==> config.mk <==
export PLATFORM = sky130hd
export DESIGN_NAME = i2c_cfg_seq
export DESIGN_NICKNAME = d
export VERILOG_FILES = /design/src/rtl/i2c_cfg_seq.sv
export SDC_FILE = /design/constraint.sdc
export NUM_CORES = 1
export LEC_CHECK = 0
export ABC_AREA = 1
export BUFFER_PORTS_ARGS = -buffer_cell sky130_fd_sc_hd__buf_4
export CAP_MARGIN = 15
export CORE_MARGIN = 8
export CORE_UTILIZATION = 56
export CTS_CLUSTER_DIAMETER = 50
export CTS_CLUSTER_SIZE = 8
export DETAILED_ROUTE_END_ITERATION = 10
export GPL_ROUTABILITY_DRIVEN = 0
export PLACE_DENSITY = 0.9
export SLEW_MARGIN = 20
export SYNTH_ARGS = -nofsm -noshare
export SYNTH_HDL_FRONTEND = slang
export SYNTH_SLANG_ARGS = --single-unit
==> constraint.sdc <==
create_clock -name i_clk -period 3.3 [get_ports i_clk]
set_input_delay 0.66 -clock i_clk [delete_from_list [all_inputs] [get_ports i_clk]]
set_output_delay 0.66 -clock i_clk [all_outputs]
set_load 0.005 [all_outputs]
==> src/rtl/i2c_cfg_seq.sv <==
`default_nettype none
// ============================================================================
// i2c_cfg_seq : ROM-driven I2C register-write sequencer with NACK retry,
//               inter-write pacing gap and restart.          Rev 1.0
// ============================================================================
module i2c_cfg_seq #(
  parameter int          DEPTH     = 12,
  parameter int          DATA_W    = 16,
  parameter logic [6:0]  DEV_ADDR  = 7'b0011010,
  parameter int          RETRY_MAX = 3,
  parameter int          DELAY_CYC = 1200,
  localparam int         IDX_W     = (DEPTH > 1) ? $clog2(DEPTH) : 1
) (
  input  logic              i_clk,
  input  logic              i_rst,
  input  logic              i_restart,
  output logic [IDX_W-1:0]  o_rom_addr,
  input  logic [DATA_W-1:0] i_rom_data,
  output logic              o_start,
  output logic [6:0]        o_addr,
  output logic [DATA_W-1:0] o_data,
  input  logic              i_ready,
  input  logic              i_nack,
  output logic              o_busy,
  output logic              o_done,
  output logic              o_error,
  output logic [IDX_W-1:0]  o_fail_idx
);

  localparam int RTY_W = (RETRY_MAX > 0) ? $clog2(RETRY_MAX + 1) : 1;
  localparam int DLY_W = (DELAY_CYC > 0) ? $clog2(DELAY_CYC + 1) : 1;
  localparam logic [IDX_W-1:0] LAST_IDX = IDX_W'(DEPTH - 1);
  localparam logic [RTY_W-1:0] RTY_LIM  = RTY_W'(RETRY_MAX);
  localparam logic [DLY_W-1:0] DLY_LOAD = (DELAY_CYC > 0) ? DLY_W'(DELAY_CYC - 1) : '0;
  localparam bit               HAS_GAP  = (DELAY_CYC > 0);

  typedef enum logic [2:0] {
    S_IDLE, S_FETCH, S_LOAD, S_START, S_WAIT, S_GAP, S_DONE, S_ERROR
  } state_t;

  state_t              state_q, state_d;
  logic [IDX_W-1:0]    idx_q, idx_d;
  logic [RTY_W-1:0]    rty_q, rty_d;
  logic [DLY_W-1:0]    dly_q, dly_d;
  logic                rflag_q, rflag_d;
  logic [DATA_W-1:0]   data_q, data_d;
  logic [IDX_W-1:0]    fail_q, fail_d;

  always_ff @(posedge i_clk) begin
    if (i_rst) begin
      state_q <= S_IDLE;
      idx_q   <= '0;
      rty_q   <= '0;
      dly_q   <= '0;
      rflag_q <= 1'b0;
      data_q  <= '0;
      fail_q  <= '0;
    end else begin
      state_q <= state_d;
      idx_q   <= idx_d;
      rty_q   <= rty_d;
      dly_q   <= dly_d;
      rflag_q <= rflag_d;
      data_q  <= data_d;
      fail_q  <= fail_d;
    end
  end

  always_comb begin
    state_d = state_q;
    idx_d   = idx_q;
    rty_d   = rty_q;
    dly_d   = dly_q;
    rflag_d = rflag_q;
    data_d  = data_q;
    fail_d  = fail_q;
    o_start = 1'b0;
    case (state_q)
      S_IDLE: begin
        idx_d   = '0;
        rty_d   = '0;
        rflag_d = 1'b0;
        state_d = S_FETCH;
      end
      S_FETCH: state_d = S_LOAD;
      S_LOAD: begin
        data_d  = i_rom_data;
        state_d = S_START;
      end
      S_START: begin
        o_start = 1'b1;
        state_d = S_WAIT;
      end
      S_WAIT: begin
        if (i_ready) begin
          dly_d = DLY_LOAD;
          if (!i_nack) begin
            if (idx_q == LAST_IDX) begin
              state_d = S_DONE;
            end else begin
              idx_d   = idx_q + 1'b1;
              rty_d   = '0;
              rflag_d = 1'b0;
              state_d = HAS_GAP ? S_GAP : S_FETCH;
            end
          end else if (rty_q != RTY_LIM) begin
            // Retry resends the held o_data; no ROM re-read needed.
            rty_d   = rty_q + 1'b1;
            rflag_d = 1'b1;
            state_d = HAS_GAP ? S_GAP : S_START;
          end else begin
            fail_d  = idx_q;
            state_d = S_ERROR;
          end
        end
      end
      S_GAP: begin
        if (dly_q == '0) state_d = rflag_q ? S_START : S_FETCH;
        else             dly_d   = dly_q - 1'b1;
      end
      S_DONE, S_ERROR: begin
        if (i_restart) begin
          idx_d   = '0;
          rty_d   = '0;
          rflag_d = 1'b0;
          state_d = S_FETCH;
        end
      end
      default: state_d = S_IDLE;
    endcase
  end

  assign o_rom_addr = idx_q;
  assign o_addr     = DEV_ADDR;
  assign o_data     = data_q;
  assign o_fail_idx = fail_q;
  assign o_busy     = (state_q == S_FETCH) || (state_q == S_LOAD) || (state_q == S_START) ||
                      (state_q == S_WAIT)  || (state_q == S_GAP);
  assign o_done     = (state_q == S_DONE);
  assign o_error    = (state_q == S_ERROR);

endmodule
`default_nettype wire

==> results.yml, run 1 <==
die:
  io_pins: 56
  fp.dieArea_sq_um: 6020
  die-height_um: 77.6
  fp-row-count: 22
  floorplan.die.width_um: 77.6
  core-area_sq_um: 3660
  start_util: 0.581
worst_hold_path:
  min_path_type: "reg2reg"
  worstHoldStart: "dly_q[1]$_SDFFE_PP0P_"
  worst_hold_path.endpoint: "dly_q[1]$_SDFFE_PP0P_"
  hold-path-cell-count: 2
setup_path:
  critical-path-top-delay-family: "flip-flops"
  r2r-end: "dly_q[8]$_SDFFE_PP0P_"
  startpoint_types: "register"
  critical_path.max_fanout: 8
  reg2regPathDepth: 10
  rrSetupSlack_ps: 1600
  critical_path_class: "reg2out"
  worst-endpoint-arrival_ps: 1250
  regToRegStartpoint: "dly_q[0]$_SDFFE_PP0P_"
  critical_path_buffer_and_inverter_count: 1
  worst_path_max_delay_cell: "sky130_fd_sc_hd__dfxtp_1"
  critical_path.max_stage_delay_ps: 570
  end_kind: "output port"
  worst_path_required_ps: 2640
  worstPathCellList: "nand2_1 -> nor2_1 -> buf_4"
sta:
  report.final.hold_viol_count: 0
  slew_viol_final: 0
  layout_min_cycle_time_ps: 1910
  timing.final.crit_share: 0.580
  fin_hold_ws_ps: 471
  worst_margin_pin_slew_ps: 564
  grt_setup_unrepaired: "false"
  timing.max_slew.rel_slack: 0.623
  timing.final.setup_violations: 0
  highest_clock_rate_mhz: 523
  setup_total_negative_slack_ps: 0
  finalClockSkew_ps: 7.17
final_layout:
  final_layout_size_suffix_gt1_frac: 0.239
  fill_cells: 288
  nNetsFinal: 375
  most_frequent_standard_cell_in_the_layout_excluding_fill_and_tap_cells: "sky130_fd_sc_hd__nor2_1"
  most-common-layout-cells: "61 x sky130_fd_sc_hd__nor2_1, 50 x sky130_fd_sc_hd__nand2_1, 48 x sky130_fd_sc_hd__buf_4, 41 x sky130_fd_sc_hd__dfxtp_1, 24 x sky130_fd_sc_hd__o21ai_0"
  num_antenna_cells: 0
  seq_area_sq_um: 821
  syn2layout_area_growth_pct: 22.1
  multi_input_comb_area_sq_um: 1130
  fin_cells: 399
yosys:
  synth_adder_area_share: 0.0235
  avgSynthCellArea_sq_um: 6.99
  yosysWarnings: 0
  post_synth_num_cell_types: 30
  post_synth_mux_area_share: 0
  synth_simple_gate_area_frac: 0.349
  synth_top_family_by_area: "simple AND/OR/NAND/NOR gates"
  syn_inst: 304
  synth.cell_area_sq_um: 2130
  ys_seq_elements: 41
  yosysTopAreaCell: "sky130_fd_sc_hd__dfxtp_1"
  share_of_yosys_cell_area_claimed_by_the_top_area_cell_type: 0.386
  ys_top_cells_by_area: "sky130_fd_sc_hd__dfxtp_1 39%, sky130_fd_sc_hd__nor2_1 11%, sky130_fd_sc_hd__nand2_1 8.8%"
  synth-compound-area-share: 0.135
  synth_xor_xnor_area_share: 0.0124
  seq_total_area_yosys: 0.386
global_route:
  grt_remaining_overflow: 0
  pin_count_of_the_biggest_net_entering_global_routing: 25
  grt_use_total: 0.182
  first_global_vias: 2114
  grt_first_pass_wirelength_mm: 9.23
  antenna_violations_before_repair: 0
power:
  pwr_density_cell_nw_per_um2: 421
  worst_case_vdd_ir_drop_v: 0.000325
  p_leak_nw: 1.21
clocking:
  cts.sink_count: 41
  clock_latency_ps: 300
  postCtsHoldBufs: 0
  cts.root.buffer_cell: "sky130_fd_sc_hd__clkbuf_8"
  cts_inserted_buffers: 5
  cts_tree: "yes"
  cts.repair_timing.setup_buffer_count: 0
  cts_h_tree_depth: 2
  cts.reportedPaths.clkPinSlew_ps: 80
  cts_resized: 0
  cts_max_path_buffers: 2
place:
  numPortBuffers: 48
  detail_placement_hpwl_mm: 3.78
  placed_cells_incl_taps: 391
route:
  drt-pass1-iter-count: 4
  vias_after_detailed_routing: 2133
  ant_nets: 0
  detailedRoute.firstIterationViolations: 139
  via_per_instance_ratio: 5.35
  route.detailed.drc: 0
  avgRoutedWirePerCell_um: 13.2
  route.final.wire_length_mm: 5.27
outcome:
  outcome: "finished, final reports clean"
run:
  maxcap_viol_count: 0
[synthesized netlist by cell type, drive strengths merged]
library cell	instances
o31ai	1
dfxtp	41
nor3b	1
inv	29
nor4	1
nor3	4
buf	10
o21ai	28
a21oi	25
xor2	3
a31oi	1
conb	2
nand2	59
nand3	14
ha	4
nand4	6
clkbuf	4
nor2	70
nand3b	1
[state kept, by name, summed over array words and instances (netlist names)]
register    count
o_fail_idx      4
rty_q           2
o_data         16
rflag_q         1
o_rom_addr      4
state_q         3
dly_q          11
[metal layers]
metal	global-route usage	routed length, um	up-vias
li1	-	-	1058
met1	0.206	2230	971
met2	0.306	2520	94
met3	0.0599	412	10
met4	0.0755	97	0
met5	0	0	-
[through the flow]
stage               worst slack [ps]  power (mW)  cell area (sq um)  utilization
detailed placement              1570       0.695               2480        0.678
CTS                             1380        1.10               2600        0.709
floorplan                       1850       0.636               2140            -
finish                          1390        1.09               2600        0.709
global placement                1580       0.692               2480        0.678
global route                    1280        1.14               2600        0.709
[kinds of logic (layout without fill, tap and decap cells)]
group | Yosys count | after routing
buffers and inverters | 43 | 85
AND/OR/NAND/NOR | 156 | 156
XOR/XNOR | 3 | 3
AO/OA/AOI/OAI | 55 | 55
other | 2 | 7
flip-flops | 41 | 41
adder cells (fa/ha/maj) | 4 | 4
[worst max path at each step]
stage,startpoint,to,slack (ps),cells past startpoint
2_1_floorplan,i_rst,o_fail_idx[0]$_SDFFE_PP0P_,1850,5
3_3_place_gp,i_rst,o_rom_addr[1]$_SDFFE_PP0P_,1580,4
3_5_place_dp,i_rst,o_rom_addr[1]$_SDFFE_PP0P_,1570,4
4_1_cts,state_q[0]$_SDFFE_PP0P_,o_start,1380,3
5_1_grt,state_q[0]$_SDFFE_PP0P_,o_start,1280,3
6_report,state_q[0]$_SDFFE_PP0P_,o_start,1390,3
[power breakdown]
group | switching (mW) | leakage [nW] | internal, mW
logic | 0.0846 | 0.823 | 0.0678
clock network | 0.182 | 0.0543 | 0.226
registers | 0.0192 | 0.332 | 0.514
[worst min-delay path: stages (launching register included)]
cell and delay (ps):
sky130_fd_sc_hd__dfxtp_1 320, sky130_fd_sc_hd__inv_1 60, sky130_fd_sc_hd__a21oi_1 50
[cell type report]
| cell class | instances | share of cell area |
|---|---|---|
| Sequential cell | 41 | 0.316 |
| Inverter | 29 | 0.0419 |
| Clock inverter | 3 | 0.0178 |
| Multi-Input combinational cell | 225 | 0.436 |
| Timing Repair Buffer | 48 | 0.139 |
| Tap cell | 48 | 0.0231 |
| Clock buffer | 5 | 0.0265 |
(Power assumes the default switching activity.)
==> inputs of run 2 (changes only) <==
- CORE_UTILIZATION: 56 -> 47
- PLACE_DENSITY: 0.9 -> 0.81
- clock period: 3.3 -> 1.7 ns (I/O delays scaled with it)
==> run 2 against run 1 <==
Sequential power grew 93%. Utilization is 10 points lower. Routed wire length fell by 1.9%. Total power increased by 98%. Global-route usage is 3.2 points lower. Largest power group unchanged. Worst hold slack worse by 210 ps. Critical path type unchanged. Clock skew up 3.3 ps. Register-to-register slack got worse by 1400 ps. Die area rose by 15%. Highest routed layer unchanged. Via count decreased by 3.9%. Critical path depth increased by 1. Combinational power up 100%.
==> results.yml, run 2 (synthesis results as in run 1) <==
setup_path:
  r2r-end: "o_fail_idx[2]$_SDFFE_PP0P_"
  critical_path.max_stage_delay_ps: 480
  regToRegStartpoint: "state_q[2]$_SDFFE_PP0P_"
  critical_path_buffer_and_inverter_count: 2
  rrSetupSlack_ps: 200
  critical-path-top-delay-family: "flip-flops"
  worst_path_max_delay_cell: "sky130_fd_sc_hd__dfxtp_1"
  worst_path_required_ps: 1360
  cp_num_cells: 4
  critical_path_class: "reg2out"
  startpoint_types: "register"
  worstSetupEndpoint: "o_busy"
  cp-startpoint: "state_q[1]$_SDFFE_PP0P_"
  critical_path.max_fanout: 6
  reg2regPathDepth: 6
  end_kind: "output port"
  worstPathCellList: "inv_2 -> nand2_2 -> nand3_1 -> buf_4"
  worst-endpoint-arrival_ps: 1240
sta:
  timing.final.crit_share: 0.929
  slew_viol_final: 0
  grt_setup_unrepaired: "false"
  setup_total_negative_slack_ps: 0
  finalClockSkew_ps: 10.5
  final_critical_path_setup_slack_ps: 121
  layout_min_cycle_time_ps: 1580
  timing.final.setup_violations: 0
  report.final.hold_viol_count: 0
  highest_clock_rate_mhz: 633
worst_hold_path:
  min_path_type: "in2reg"
place:
  detail_placement_hpwl_mm: 3.87
  numPortBuffers: 48
  place_worst_setup_slack_ps: 125
  placed_cells_incl_taps: 399
global_route:
  grt_remaining_overflow: 0
  met1_usage: 0.161
  antenna_violations_before_repair: 0
  pin_count_of_the_biggest_net_entering_global_routing: 18
  grt_use_total: 0.150
  grt_first_pass_wirelength_mm: 9.07
  grtUsageMet3: 0.0605
  grt-busiest-layer: "met2"
  first_global_vias: 2105
  globalRouteMet2Util: 0.259
clocking:
  postCtsHoldBufs: 0
  cts_tree: "yes"
  cts.reportedPaths.clkPinSlew_ps: 80
  cts_inserted_buffers: 5
  cts_max_path_buffers: 2
  cts.repair_timing.setup_buffer_count: 0
  cts_resized: 0
  cts_h_tree_depth: 2
  cts.root.buffer_cell: "sky130_fd_sc_hd__clkbuf_8"
  cts.sink_count: 41
  clock_latency_ps: 300
run:
  maxcap_viol_count: 0
route:
  avgRoutedWirePerCell_um: 12.7
  route.detailed.drc: 0
  detailedRoute.firstIterationViolations: 133
  via_per_instance_ratio: 5.03
  route.final.wire_length_mm: 5.17
  drt-pass1-iter-count: 4
  vias_after_detailed_routing: 2049
  ant_nets: 0
final_layout:
  final_layout_size_suffix_gt1_frac: 0.256
  fin_cells: 407
  syn2layout_area_growth_pct: 24.2
  number_of_flip_flops_under_the_largest_register_name: 16
  num_antenna_cells: 0
  nNetsFinal: 379
  most-common-layout-cells: "61 x sky130_fd_sc_hd__nor2_1, 52 x sky130_fd_sc_hd__buf_4, 50 x sky130_fd_sc_hd__nand2_1, 40 x sky130_fd_sc_hd__dfxtp_1, 24 x sky130_fd_sc_hd__o21ai_0"
  most_frequent_standard_cell_in_the_layout_excluding_fill_and_tap_cells: "sky130_fd_sc_hd__nor2_1"
die:
  io_pins: 56
  fp.dieArea_sq_um: 6930
  start_util: 0.488
  floorplan.die.width_um: 83.3
  core-area_sq_um: 4350
  fp-row-count: 24
  die-height_um: 83.3
outcome:
  outcome: "finished, final reports clean"
power:
  p_leak_nw: 1.23
  pwr_density_cell_nw_per_um2: 820
  worst_case_vdd_ir_drop_v: 0.000513
==> run 2: layer usage <==
layer  vias to the layer above  wire length [um]
li1                       1064                 -
met3                         6               425
met2                        57              2430
met1                       922              2240
met5                         -                 0
met4                         0                68
==> run 2: how the worst min path moves through the flow <==
stage | from | cells after the start | to | slack, ps
global placement | dly_q[10]$_SDFFE_PP0P_ | 2 | dly_q[10]$_SDFFE_PP0P_ | 460
CTS | i_rom_data[4] | 3 | o_data[4]$_SDFFE_PP0P_ | 250
detailed placement | rty_q[1]$_SDFFE_PP0P_ | 2 | rty_q[1]$_SDFFE_PP0P_ | 470
floorplan | dly_q[10]$_SDFFE_PP0P_ | 2 | dly_q[10]$_SDFFE_PP0P_ | 440
global route | i_rom_data[10] | 3 | o_data[10]$_SDFFE_PP0P_ | 260
finish | i_rom_data[4] | 3 | o_data[4]$_SDFFE_PP0P_ | 260
==> run 2: power breakdown <==
group	switching (mW)	internal [mW]	leakage (nW)
combinational	0.164	0.141	0.842
clock	0.348	0.478	0.0574
sequential	0.0355	0.999	0.332
==> run 2: metrics by stage <==
step	power (mW)	util	area (sq um)	hold slack, ps
2_1_floorplan	1.24	-	2140	444
3_3_place_gp	1.35	0.578	2520	455
3_5_place_dp	1.36	0.578	2520	466
4_1_cts	2.19	0.605	2640	253
5_1_grt	2.27	0.606	2640	264
6_report	2.17	0.606	2640	260
==> run 2: final cells by class <==
type,count,area [sq um]
clock inverters,2,37.5
inverters,29,109
flip-flops and latches,41,822
well taps,52,65.1
clock buffers,6,82.6
fillers,405,1710
multi-input cells,225,1130
repair buffers,52,390
==> run 2: worst register-to-register path: cells and delay by family (launching register included) <==
kind                   cells  cell delay (ps)
buffers and inverters      1              110
and+or+nand+nor            3              660
DFF                        1              440
AOI/OAI and AO/OA          2              240
==> inputs of run 3 (changes only) <==
- RECOVER_POWER: not set -> 50
==> run 3 against run 2 <==
Critical path depth unchanged. Largest power group unchanged. Combinational power decreased by 3%. Cell count unchanged. Sequential power about the same. Die area unchanged. Count of clock-buffer cells in the layout unchanged.
==> results.yml, run 3 (synthesis results as in run 1) <==
outcome:
  outcome: "finished, final reports clean"
clocking:
  cts_tree: "yes"
  cts.repair_timing.setup_buffer_count: 0
  cts_h_tree_depth: 2
  cts.root.buffer_cell: "sky130_fd_sc_hd__clkbuf_8"
  cts.sink_count: 41
  cts_inserted_buffers: 5
  clock_latency_ps: 290
  cts_max_path_buffers: 2
  postCtsHoldBufs: 0
  cts_resized: 0
  cts.reportedPaths.clkPinSlew_ps: 80
sta:
  worst_margin_pin_slew_ps: 490
  highest_clock_rate_mhz: 637
  layout_min_cycle_time_ps: 1570
  final_critical_path_setup_slack_ps: 130
  setup_total_negative_slack_ps: 0
  report.final.hold_viol_count: 0
  timing.final.crit_share: 0.923
  slew_viol_final: 0
  timing.max_slew.rel_slack: 0.671
  finalClockSkew_ps: 8.13
  grt_setup_unrepaired: "false"
  fin_hold_ws_ps: 260
  timing.final.setup_violations: 0
global_route:
  grt_remaining_overflow: 0
  pin_count_of_the_biggest_net_entering_global_routing: 18
  grt_use_total: 0.150
  grt_first_pass_wirelength_mm: 9.07
  first_global_vias: 2105
  antenna_violations_before_repair: 0
power:
  p_leak_nw: 1.20
  pwr_density_cell_nw_per_um2: 824
  worst_case_vdd_ir_drop_v: 0.000513
  fin_total_pwr_mw: 2.15
final_layout:
  final_layout_size_suffix_gt1_frac: 0.237
  finalInstanceArea_sq_um: 2610
  nNetsFinal: 379
  most_frequent_standard_cell_in_the_layout_excluding_fill_and_tap_cells: "sky130_fd_sc_hd__nor2_1"
  most-common-layout-cells: "62 x sky130_fd_sc_hd__nor2_1, 50 x sky130_fd_sc_hd__nand2_1, 40 x sky130_fd_sc_hd__dfxtp_1, 28 x sky130_fd_sc_hd__buf_4, 24 x sky130_fd_sc_hd__o21ai_0"
  fin_cells: 407
  num_antenna_cells: 0
  number_of_flip_flops_under_the_largest_register_name: 16
  syn2layout_area_growth_pct: 22.8
  final_core_utilization: 0.599
route:
  drt-pass1-iter-count: 4
  ant_nets: 0
  route.final.wire_length_mm: 5.11
  detailedRoute.firstIterationViolations: 127
  avgRoutedWirePerCell_um: 12.5
  via_per_instance_ratio: 5.03
  vias_after_detailed_routing: 2048
  route.detailed.drc: 0
die:
  die-height_um: 83.3
  floorplan.die.width_um: 83.3
  start_util: 0.488
  io_pins: 56
  core-area_sq_um: 4350
  fp.dieArea_sq_um: 6930
  fp-row-count: 24
setup_path:
  startpoint_types: "register"
  worst_path_required_ps: 1360
  critical_path.max_fanout: 6
  critical_path_class: "reg2out"
  end_kind: "output port"
  reg2regPathDepth: 6
  worst-endpoint-arrival_ps: 1230
place:
  numPortBuffers: 48
  detail_placement_hpwl_mm: 3.87
  place_worst_setup_slack_ps: 125
  dpl-instance-area_sq_um: 2520
  placed_cells_incl_taps: 399
worst_hold_path:
  min_path_type: "in2reg"
  hold-path-cell-count: 3
run:
  maxcap_viol_count: 0
-- run 3: cell types whose count changed in the layout (fill, tap and decap cells not counted), sizes merged --
cell,before,now
buf,52,29
clkbuf,6,29
-- run 3: worst paths after layout --
| check | start | end | slack [ps] |
|---|---|---|---|
| min | i_rom_data[4] | o_data[4]$_SDFFE_PP0P_ | 260 |
| max reg2reg | state_q[2]$_SDFFE_PP0P_ | o_fail_idx[2]$_SDFFE_PP0P_ | 190 |
| max | state_q[1]$_SDFFE_PP0P_ | o_busy | 130 |
| min reg2reg | rty_q[1]$_SDFFE_PP0P_ | rty_q[1]$_SDFFE_PP0P_ | 480 |
-- run 3: power breakdown --
| part | internal [mW] | switching (mW) |
|---|---|---|
| combinational | 0.132 | 0.163 |
| sequential | 0.999 | 0.0325 |
| clock | 0.478 | 0.346 |
-- run 3: metal layers --
| layer | vias to the layer above | GRT usage | wire [um] |
|---|---|---|---|
| li1 | 1063 | - | - |
| met1 | 933 | 0.161 | 2250 |
| met2 | 46 | 0.259 | 2400 |
| met3 | 6 | 0.0605 | 381 |
| met4 | 0 | 0.0527 | 68 |
| met5 | - | 0 | 0 |
-- run 3: critical path, cell delays in order, from the launching register on --
cell and delay (ps):
sky130_fd_sc_hd__dfxtp_1 480, sky130_fd_sc_hd__inv_2 80, sky130_fd_sc_hd__nand2_2 150, sky130_fd_sc_hd__nand3_1 90, sky130_fd_sc_hd__buf_4 140
-- run 3: layout make-up --
class | instances | area [sq um]
clock buffer | 6 | 82.6
clock inverter | 2 | 37.5
fill | 412 | 1740
inverter | 29 | 109
multi-input combinational | 225 | 1130
sequential | 41 | 822
tap | 52 | 65.1
timing repair buffer | 52 | 368
